[config.mk]
export PLATFORM = sky130hd
export DESIGN_NAME = if_fetch_unit_flat
export DESIGN_NICKNAME = d
export VERILOG_FILES = /design/src/rtl/if_fetch_unit_if.sv /design/src/rtl/if_fetch_unit.sv /design/src/flat_wrapper.sv
export SDC_FILE = /design/constraint.sdc
export NUM_CORES = 1
export LEC_CHECK = 0
export CORE_MARGIN = 8
export CORE_UTILIZATION = 30
export CTS_BUF_LIST = sky130_fd_sc_hd__clkbuf_16
export CTS_CLUSTER_SIZE = 28
export DETAILED_ROUTE_END_ITERATION = 10
export PLACE_DENSITY = 0.54
export SYNTH_ARGS = -nofsm -noshare
export SYNTH_HDL_FRONTEND = slang
export SYNTH_SLANG_ARGS = --single-unit
export TNS_END_PERCENT = 5
[constraint.sdc]
create_clock -name clk -period 7.1 [get_ports clk]
set_input_delay 0.71 -clock clk [delete_from_list [all_inputs] [get_ports clk]]
set_output_delay 0.71 -clock clk [all_outputs]
set_load 0.02 [all_outputs]
[src/rtl/if_fetch_unit_if.sv]
// Instruction-memory handshake plus IF/ID presentation signals of the fetch stage.
// master = fetch unit, slave = memory / IF-ID register side.
interface if_fetch_unit_if #(
   parameter int unsigned ADDR_W = 32,
   parameter int unsigned DATA_W = 32
);
   logic              inst_req;
   logic [ADDR_W-1:0] inst_addr;
   logic              inst_ack;
   logic [DATA_W-1:0] inst_rdata;
   logic [ADDR_W-1:0] if_pc;
   logic [DATA_W-1:0] if_inst;
   logic              if_valid;

   modport master (
      output inst_req, inst_addr, if_pc, if_inst, if_valid,
      input  inst_ack, inst_rdata
   );

   modport slave (
      input  inst_req, inst_addr, if_pc, if_inst, if_valid,
      output inst_ack, inst_rdata
   );
endinterface

[src/rtl/if_fetch_unit.sv]
// Instruction-fetch stage: PC, single-outstanding memory handshake, IF/ID presentation,
// branch delay-slot redirect and exception flush.
module if_fetch_unit #(
   parameter int unsigned       ADDR_W   = 32,
   parameter int unsigned       DATA_W   = 32,
   parameter logic [ADDR_W-1:0] RESET_PC = 32'hBFC0_0000
) (
   input  logic              clk,
   input  logic              rst,
   input  logic              stall_i,
   input  logic              stall_aluop_i,
   input  logic              branch_flag_i,
   input  logic [ADDR_W-1:0] branch_target_i,
   input  logic              flush_i,
   input  logic [ADDR_W-1:0] flush_pc_i,
   if_fetch_unit_if.master   bus_io
);

   localparam logic [1:0] S_FETCH = 2'd0;
   localparam logic [1:0] S_OUT   = 2'd1;
   localparam logic [1:0] S_FLUSH = 2'd2;

   logic [1:0]        state_q,       state_d;
   logic [ADDR_W-1:0] pc_q,          pc_d;
   logic [ADDR_W-1:0] kill_addr_q,   kill_addr_d;
   logic              pend_valid_q,  pend_valid_d;
   logic [ADDR_W-1:0] pend_target_q, pend_target_d;
   logic [ADDR_W-1:0] if_pc_q,       if_pc_d;
   logic [DATA_W-1:0] if_inst_q,     if_inst_d;
   logic              if_valid_q,    if_valid_d;

   logic stall_any;
   logic consume;

   assign stall_any = stall_i | stall_aluop_i;
   assign consume   = (state_q == S_OUT) && !stall_any;

   always_comb begin
      state_d       = state_q;
      pc_d          = pc_q;
      kill_addr_d   = kill_addr_q;
      pend_valid_d  = pend_valid_q;
      pend_target_d = pend_target_q;
      if_pc_d       = if_pc_q;
      if_inst_d     = if_inst_q;
      if_valid_d    = if_valid_q;

      if (flush_i) begin
         pend_valid_d = 1'b0;
         pc_d         = flush_pc_i;
         if_valid_d   = 1'b0;
         case (state_q)
            S_OUT:   state_d = S_FETCH;
            S_FETCH: begin
               // Unacked request stays outstanding; remember its address to keep the bus stable.
               if (bus_io.inst_ack) begin
                  state_d = S_FETCH;
               end else begin
                  state_d     = S_FLUSH;
                  kill_addr_d = pc_q;
               end
            end
            S_FLUSH: state_d = bus_io.inst_ack ? S_FETCH : S_FLUSH;
            default: state_d = S_FETCH;
         endcase
      end else begin
         case (state_q)
            S_FETCH: begin
               if (bus_io.inst_ack) begin
                  if_pc_d    = pc_q;
                  if_inst_d  = bus_io.inst_rdata;
                  if_valid_d = 1'b1;
                  state_d    = S_OUT;
               end
            end
            S_OUT: begin
               if (!stall_any) begin
                  if_valid_d   = 1'b0;
                  state_d      = S_FETCH;
                  pend_valid_d = 1'b0;
                  if (branch_flag_i)     pc_d = branch_target_i;
                  else if (pend_valid_q) pc_d = pend_target_q;
                  else                   pc_d = pc_q + ADDR_W'(4);
               end
            end
            S_FLUSH: begin
               if (bus_io.inst_ack) state_d = S_FETCH;
            end
            default: state_d = S_FETCH;
         endcase

         if (branch_flag_i && !consume) begin
            pend_valid_d  = 1'b1;
            pend_target_d = branch_target_i;
         end
      end
   end

   always_ff @(posedge clk or posedge rst) begin
      if (rst) begin
         state_q       <= S_FETCH;
         pc_q          <= RESET_PC;
         kill_addr_q   <= RESET_PC;
         pend_valid_q  <= 1'b0;
         pend_target_q <= '0;
         if_pc_q       <= RESET_PC;
         if_inst_q     <= '0;
         if_valid_q    <= 1'b0;
      end else begin
         state_q       <= state_d;
         pc_q          <= pc_d;
         kill_addr_q   <= kill_addr_d;
         pend_valid_q  <= pend_valid_d;
         pend_target_q <= pend_target_d;
         if_pc_q       <= if_pc_d;
         if_inst_q     <= if_inst_d;
         if_valid_q    <= if_valid_d;
      end
   end

   assign bus_io.inst_req  = !rst && (state_q != S_OUT);
   assign bus_io.inst_addr = (state_q == S_FLUSH) ? kill_addr_q : pc_q;
   assign bus_io.if_pc     = if_pc_q;
   assign bus_io.if_inst   = if_inst_q;
   assign bus_io.if_valid  = if_valid_q;

endmodule

[src/flat_wrapper.sv]
// flat-port wrapper written by rule: the top's interface ports become plain ports
module if_fetch_unit_flat 
#(
   parameter int unsigned       ADDR_W   = 32,
   parameter int unsigned       DATA_W   = 32,
   parameter logic [ADDR_W-1:0] RESET_PC = 32'hBFC0_0000
)
  (clk, rst, stall_i, stall_aluop_i, branch_flag_i, branch_target_i, flush_i, flush_pc_i, bus_io_inst_req, bus_io_inst_addr, bus_io_if_pc, bus_io_if_inst, bus_io_if_valid, bus_io_inst_ack, bus_io_inst_rdata);
  if_fetch_unit_if #(.ADDR_W(ADDR_W), .DATA_W(DATA_W)) bus_io_i ();
  input  logic clk;
  input  logic rst;
  input  logic stall_i;
  input  logic stall_aluop_i;
  input  logic branch_flag_i;
  input  logic [ADDR_W-1:0] branch_target_i;
  input  logic flush_i;
  input  logic [ADDR_W-1:0] flush_pc_i;
  output wire logic [$bits(bus_io_i.inst_req)-1:0] bus_io_inst_req;
  output wire logic [$bits(bus_io_i.inst_addr)-1:0] bus_io_inst_addr;
  output wire logic [$bits(bus_io_i.if_pc)-1:0] bus_io_if_pc;
  output wire logic [$bits(bus_io_i.if_inst)-1:0] bus_io_if_inst;
  output wire logic [$bits(bus_io_i.if_valid)-1:0] bus_io_if_valid;
  input wire logic [$bits(bus_io_i.inst_ack)-1:0] bus_io_inst_ack;
  input wire logic [$bits(bus_io_i.inst_rdata)-1:0] bus_io_inst_rdata;
  assign bus_io_inst_req = bus_io_i.inst_req;
  assign bus_io_inst_addr = bus_io_i.inst_addr;
  assign bus_io_if_pc = bus_io_i.if_pc;
  assign bus_io_if_inst = bus_io_i.if_inst;
  assign bus_io_if_valid = bus_io_i.if_valid;
  assign bus_io_i.inst_ack = bus_io_inst_ack;
  assign bus_io_i.inst_rdata = bus_io_inst_rdata;
  if_fetch_unit #(.ADDR_W(ADDR_W), .DATA_W(DATA_W), .RESET_PC(RESET_PC)) u_core (.clk(clk), .rst(rst), .stall_i(stall_i), .stall_aluop_i(stall_aluop_i), .branch_flag_i(branch_flag_i), .branch_target_i(branch_target_i), .flush_i(flush_i), .flush_pc_i(flush_pc_i), .bus_io(bus_io_i));
endmodule
# Word level (Yosys, flattened, before mapping)
# Index checks and enable logic that the tools add are counted.
# W data, S select, Z words.
# classes
n_addsub	1
n_reduce_logical	18
n_mux	20
n_bitwise	3
eq_ne	8
# op_table
operator	n
$mux W32	6
$add A32 B3 Y32 const B	1
$mux W2	6
$ne A3 B3 Y1 const B	4
$reduce_and A3 Y1	4
$mux W1	6
$pmux W2 S3	1
$reduce_and A2 Y1	3
$reduce_bool A3 Y1	2
$logic_and A1 B1 Y1	3
$logic_not A1 Y1	3
$eq A2 B1 Y1 const B	1
$eq A2 B2 Y1 const B	1
$logic_not A2 Y1	1
$ne A2 B1 Y1 const B	1
$ne A2 B2 Y1 const B	1
$not A1 Y1	2
$pmux W1 S2	1
$reduce_bool A2 Y1	1
$reduce_or A2 Y1	1
$or A1 B1 Y1	1
# totals
word_cells	58
reg_bits	164
out_inout_bits	98
in_bits	103

# Logic depth before layout (Yosys ltp)
# Gate-level depths: netlist of the first run.
# depth
word_depth	7
depth_mapped	8
mapped_depth_nobuf	6

# Worst setup path before layout of the first run
# OpenSTA, ideal clock, no wires.
# synth_timing
kind	input port to flip-flop
start	input port flush_i
end	register u_core.if_inst_q[20] (netlist: u_core.bus_io.if_inst[20])
cell_stages	5
setup_time_ns	0.125
arrival_time_ns	2.095
required_ns	6.975
path_slack_ns	4.880
cell_sequence	clkbuf_1 > nor4b_1 > clkbuf_1 > buf_2 > mux2_2
# synth_via
elab_chain_cells	2
# synth_lines
item	line	source
start: declaration	flat_wrapper.sv:16	input logic flush_i;
$not A1 Y1 (no source line)	n/a	
$reduce_and A3 Y1 (no source line)	n/a	
end signal: assignment	if_fetch_unit.sv:116	if_inst_q <= if_inst_d;
end: declaration	if_fetch_unit.sv:29	logic [DATA_W-1:0] if_inst_q, if_inst_d;
# Every way passes these cells.
# A chain may end at the register's enable or synchronous reset.

# Final worst setup path of the first run
# layout_timing
start	register u_core.state_q[0]
end	output port bus_io_inst_addr[27]
# layout_via
elab_chain_cells	2
# layout_lines
item	line	source
start: declaration	if_fetch_unit.sv:23	logic [1:0] state_q, state_d;
start signal: assignment	if_fetch_unit.sv:110	state_q <= state_d;
$eq A2 B2 Y1	if_fetch_unit.sv:122	assign bus_io.inst_addr = (state_q == S_FLUSH) ? kill_addr_q : pc_q;
$mux W32	if_fetch_unit.sv:122	
end: declaration	flat_wrapper.sv:19	output wire logic [$bits(bus_io_i.inst_addr)-1:0] bus_io_inst_addr;
# Every way passes these cells.

==> results of run 1 <==
[worst paths after layout]
path	startpoint	endpoint	slack (ns)	cells past startpoint
max in group asynchronous	rst	u_core.kill_addr_q[17]	5.13	3
max	u_core.state_q[0]	bus_io_inst_addr[27]	3.68	3
min	u_core.pend_target_q[29]	u_core.pend_target_q[29]	0.50	1
max reg2reg	u_core.state_q[1]	u_core.pc_q[2]	4.43	4
min in group asynchronous	rst	u_core.bus_io.if_inst[15]	0.75	2
min reg2reg	u_core.pend_target_q[29]	u_core.pend_target_q[29]	0.50	1
[sequential cells by signal, summed over array words and instances (netlist names)]
signal,cells
u_core.bus_io.if_inst,32
u_core.bus_io.if_pc,32
u_core.kill_addr_q,32
u_core.pc_q,32
u_core.pend_target_q,32
u_core.state_q,2
u_core.bus_io.if_valid,1
u_core.pend_valid_q,1
[synth_stat cells (3+ instances only)]
cell,instances
dfrtp_1,137
mux2_2,132
nand2_1,62
nor2_1,40
o21ai_0,40
a21oi_1,38
clkbuf_1,29
dfstp_2,27
mux2_4,26
nand3_1,14
nor3_1,14
buf_2,13
nand4_1,11
a31oi_1,10
and3_1,9
o32a_1,8
buf_1,7
inv_1,7
o31ai_1,7
mux2i_1,6
o21a_1,6
nand2b_1,5
nor2b_1,5
xnor2_1,5
a211oi_1,4
o22a_1,4
a221oi_1,3
and2_1,3
buf_6,3
nor4_1,3
o211ai_1,3
o31a_1,3
xor2_1,3
[cell usage in the layout (no fill, tap or decap), types with 14 or more instances in the layout]
cell and n:
mux2_2 132, a21oi_1 38, nand2_1 62, nand3_1 14
nor2_1 40, mux2_4 26, clkdlybuf4s50_1 199, dfstp_2 27
nor3_1 14, o21ai_0 40, clkbuf_16 17, dfrtp_1 137
[worst max-delay path: cells and delay by family, from the launching register on]
| family | cells | cell delay (ns) |
|---|---|---|
| buffers and inverters | 1 | 0.55 |
| multiplexers | 1 | 0.44 |
| AND/OR/NAND/NOR | 1 | 0.77 |
| flip-flops | 1 | 0.50 |
[report_power, final]
part / switching [mW] / internal, mW / leakage, nW / total, mW
logic: 0.482 / 0.573 / 2.23 / 1.06
registers: 0.172 / 1.20 / 1.92 / 1.37
clock network: 0.413 / 0.559 / 0.300 / 0.972
[metrics by stage]
step / std cells / total power [mW] / utilization, %
floorplan: 724 / 1.95 / -
global placement: 1225 / 2.44 / 38.3
detailed placement: 1225 / 2.45 / 38.3
CTS: 1257 / 3.45 / 40.5
global route: 1257 / 3.58 / 40.5
finish: 1257 / 3.40 / 40.5
[kinds of logic after synthesis]
family,Yosys count,synth area share [%]
buf+inv,63,3.78
mux,164,23.4
fa+ha+maj,1,0.151
compound gates,144,11.2
flops,164,50.0
xor+xnor,8,0.846
simple gates,180,10.6
[area by class of cell]
class / count / area [um^2] / share of cell area (%)
tap: 346 / 433 / 3.89
clock buffer: 17 / 425 / 3.82
multi-input combinational: 497 / 3850 / 34.6
timing repair buffer: 211 / 2080 / 18.7
inverter: 7 / 31.3 / 0.281
sequential: 164 / 4140 / 37.1
clock inverter: 15 / 181 / 1.63
[metal layers]
metal / GRT usage, % / up-vias
li1: - / 2966
met1: 20.3 / 3146
met2: 22.8 / 245
met3: 7.14 / 22
met4: 3.74 / 2
met5: 0 / -
==> impl_metrics.toml, run 1 <==
[place]
place_area_mm2 = 0.0105
post-dp-hpwl_um = 17700
place_congestion = 0.803
port_buffers = 200
pre_cts_slack_ns = 3.78

[sta]
fin_ws_ns = 3.68
finalCritPeriodShare_pct = 48.2
finalMaxSlewViolations = 0
setup_tns_ns = 0
rsz0062_at_grt = "false"
min_period_ns = 3.42
slew-limit-headroom_pct = 38.7
finClkSkew_ns = 0.00698
hold_viol = 0
tightestPinTransition_ns = 0.919
setup_violations = 0
max_freq_mhz = 292
hold_ws_ns = 0.504

[detailed_routing]
drt-wirelength-per-cell_um = 20.2
postRouteAntennaNets = 0
wl_met2_um = 10900
drc = 0
post_drt_via_cell_ratio = 5.08
drt-total-wl_um = 25400
top_layer = "met5"
wl_met1_um = 11500
firstDrtPassIters = 5
first_iter_violations = 393
wl_met3_um = 2740
vias = 6381

[worst_setup_path]
cp-end-kind = "primary output"
path_max_fanout = 32
cp_slowest_cell = "nand2b_2"
required_ns = 6.39
start_kind = "flip-flop"
criticalPathCategory = "flip-flop to primary output"
cp.arrival_ns = 2.71
max_stage_delay_ns = 0.77
path_cells = "nand2b_2 -> mux2_2 -> clkdlybuf4s50_1"

[cts]
clk_pin_slew_worst_paths_ns = 0.07
cts-resized-gates = 0
cts_tree = "yes"
clock_path_buffers = 2
htree_levels = 4
cts_inserted_buffers = 17
cts.sinks = 164
postCtsSetupBuffers = 0
clkLatencyLatePin_ns = 0.43
cts-root-buf = "clkbuf_16"
hold_buffers = 0

[logic_synthesis]
synth_top_cell_by_area = "dfrtp_1"
synth.avg_cell_area_um2 = 11.4
synth_top_area_share_pct = 41.4
synthCells = 724
synth.area.top_cells = "dfrtp_1, mux2_2, dfstp_2"
ys.flop_type = "dfrtp_1"
yosys_warnings = 0
yosysSeqAreaShare_pct = 50.0
synth-edff-count = 0
yosys_register_bits = 164
syn_area_mm2 = 0.00828
synth_cell_type_count = 61
syn_nets = 828
async_flop_share_pct = 100

[global_routing]
grt_max_degree = 66
grt_overflow = 0
antenna_found_initial = 1
grt_use_total_pct = 15.5
grt_pass1_wl_um = 40200
grt_pass1_vias = 6657

[floorplanning]
die_x_um = 182
start_util_pct = 30.1
die_area_mm2 = 0.0332
core_area_mm2 = 0.0275
die_h_um = 182
ios = 201
num_rows = 61

[pwr]
power_density_mw_per_mm2 = 305
total_leakage_power_nw = 4.45
vdd_drop_max_v = 0.000127

[final_layout]
n_fill_cell = 2683
layout.nets = 1002
drive_gt1_share_pct = 26.1
area_delta_synth_final_pct = 34.6
insertedDiodeCount = 0
design_area_mm2 = 0.0111

[status]
status = "finished clean"

[flow_run]
drv_cap = 0

[min_path]
min_path_type = "flip-flop to flip-flop"
No activity file was read; power rests on OpenSTA's default activity.
==> inputs of run 2 (changes only) <==
--- a/config.mk
+++ b/config.mk
@@ -10,7 +10,7 @@
 export CTS_BUF_LIST = sky130_fd_sc_hd__clkbuf_16
 export CTS_CLUSTER_SIZE = 28
 export DETAILED_ROUTE_END_ITERATION = 10
-export PLACE_DENSITY = 0.54
+export PLACE_DENSITY = 0.56
 export SYNTH_ARGS = -nofsm -noshare
 export SYNTH_HDL_FRONTEND = slang
 export SYNTH_SLANG_ARGS = --single-unit
==> constraint.sdc (replaced) <==
create_clock -name clk -period 2.7 [get_ports clk]
set_input_delay 0.27 -clock clk [delete_from_list [all_inputs] [get_ports clk]]
set_output_delay 0.27 -clock clk [all_outputs]
set_load 0.02 [all_outputs]
==> run 2 against run 1 <==
Sequential share of layout area shrank 0.52 points. Sequential power grew to 2.6 times the previous value. Combinational power increased to 2.7 times the previous value. Critical endpoint is now bus_io_inst_addr[18]. Clock power grew 140%. Non-clock buffer count up 21. First-iteration DRC count increased by 9.4%. Power increased to 2.6 times the previous value.
==> impl_metrics.toml, run 2 (same netlist as run 1, synthesis figures left out) <==
[sta]
finalMaxSlewViolations = 0
finalCritPeriodShare_pct = 94.9
fin_ws_ns = 0.138
slew-limit-headroom_pct = 56.3
finClkSkew_ns = 0.0121
hold_ws_ns = 0.269
min_period_ns = 2.56
setup_violations = 0
hold_viol = 0
rsz0062_at_grt = "false"
setup_tns_ns = 0
tightestPinTransition_ns = 0.650
max_freq_mhz = 390

[detailed_routing]
drt-total-wl_um = 25500
first_iter_violations = 430
vias = 6430
firstDrtPassIters = 5
drt-wirelength-per-cell_um = 19.9
drc = 0
postRouteAntennaNets = 0
post_drt_via_cell_ratio = 5.03

[worst_setup_path]
rr_endpoint = "u_core.pc_q[30]"
crit_end = "bus_io_inst_addr[18]"
cp.arrival_ns = 2.29
crit_start = "u_core.state_q[0]"
path_max_fanout = 24
timing.rr.start = "u_core.pc_q[2]"
cp-end-kind = "primary output"
reg2reg_slack_ns = 0.49
start_kind = "flip-flop"
required_ns = 2.43
ff2ff_path_depth = 6
criticalPathCategory = "flip-flop to primary output"

[place]
post-dp-hpwl_um = 18500
place_area_mm2 = 0.0107
port_buffers = 200
pre_cts_slack_ns = 0.251
dp.cells = 1246
place_congestion = 0.804

[final_layout]
final_common_cell = "clkdlybuf4s50_1"
stdcell_count = 1278
design_area_mm2 = 0.0113
layout_common_cells = "clkdlybuf4s50_1, dfrtp_1, mux2_2"
insertedDiodeCount = 0
n_fill_cell = 2691
layout.nets = 1023
drive_gt1_share_pct = 27.9
area_delta_synth_final_pct = 36.5

[cts]
cts.sinks = 164
cts_tree = "yes"
cts-root-buf = "clkbuf_16"
clkLatencyLatePin_ns = 0.43
htree_levels = 4
hold_buffers = 0
clock_path_buffers = 2
postCtsSetupBuffers = 0
cts-resized-gates = 0
clk_pin_slew_worst_paths_ns = 0.07
cts_inserted_buffers = 17

[pwr]
power_frac_clock_pct = 27.1
vdd_drop_max_v = 0.000346
internal_power_mw = 5.92
combinationalPowerShare_pct = 32.4
swShare_pct = 32.8
p_seq_share_pct = 40.6
p_sw_mw = 2.88
total_leakage_power_nw = 4.53
power_density_mw_per_mm2 = 779

[global_routing]
grt_pass1_wl_um = 40400
grt_pass1_vias = 6731
antenna_found_initial = 3
grt_use_total_pct = 15.5
grt_overflow = 0
grt_max_degree = 101

[floorplanning]
ios = 201
die_x_um = 182
die_area_mm2 = 0.0332
core_area_mm2 = 0.0275
die_h_um = 182
start_util_pct = 30.1
num_rows = 61

[min_path]
min_path_type = "input pin to flip-flop"

[status]
status = "finished clean"

[flow_run]
drv_cap = 0
-- run 2: cell types whose count changed in the layout (fill, tap and decap cells not counted), moves of 3 or more --
cell | before | now
clkinv_4 | 3 | 0
clkinvlp_4 | 1 | 4
buf_4 | 11 | 28
buf_12 | 0 | 4
bufinv_16 | 3 | 0
inv_6 | 3 | 8
-- run 2: worst min path at each step --
| stage | start | to | slack, ns | cells after the start |
|---|---|---|---|---|
| detailed placement | u_core.pend_target_q[20] | u_core.pend_target_q[20] | 0.49 | 1 |
| floorplan | bus_io_inst_ack | u_core.state_q[1] | 0.34 | 1 |
| finish | flush_i | u_core.bus_io.if_valid | 0.27 | 2 |
| global placement | u_core.kill_addr_q[18] | u_core.kill_addr_q[18] | 0.48 | 1 |
| CTS | flush_i | u_core.bus_io.if_valid | 0.24 | 2 |
| global route | flush_i | u_core.state_q[0] | 0.27 | 2 |
-- run 2: layout make-up --
| cell class | count | area [um^2] | area share [%] |
|---|---|---|---|
| clock buffers | 17 | 425 | 3.76 |
| clock inverters | 15 | 136 | 1.21 |
| well taps | 346 | 433 | 3.83 |
| repair buffers | 232 | 2290 | 20.2 |
| multi-input cells | 497 | 3850 | 34.1 |
| flip-flops and latches | 164 | 4140 | 36.6 |
| inverters | 7 | 30.0 | 0.266 |
-- run 2: critical path, cell delays in order, from the launching register on --
cell	delay, ns
dfrtp_1	0.50
nand2b_1	0.23
buf_12	0.20
mux2_2	0.37
clkdlybuf4s50_1	0.54
-- run 2: through the flow --
step / utilization, % / power [mW]
4_1_cts: 41.1 / 8.95
6_report: 41.1 / 8.80
2_1_floorplan: - / 5.12
5_1_grt: 41.1 / 9.30
3_5_place_dp: 39.1 / 6.50
3_3_place_gp: 39.1 / 6.47
-- run 2: per-layer routing --
| metal | up-vias | part of all wire (%) | GRT usage, % | wire [um] |
|---|---|---|---|---|
| met3 | 18 | 9.7 | 6.68 | 2460 |
| met2 | 216 | 46 | 24.7 | 11700 |
| met1 | 3178 | 43 | 19.5 | 11000 |
| met5 | - | 0.15 | 0 | 37 |
| li1 | 3012 | - | - | - |
| met4 | 6 | 0.82 | 2.98 | 208 |
-- run 2: power groups by stage --
stage	clock network, mW	registers [mW]	logic (mW)
finish	2.38	3.57	2.85
global route	2.57	3.67	3.05
CTS	2.46	3.58	2.90
detailed placement	0	3.62	2.89
global placement	0	3.60	2.87
floorplan	0	3.85	1.28
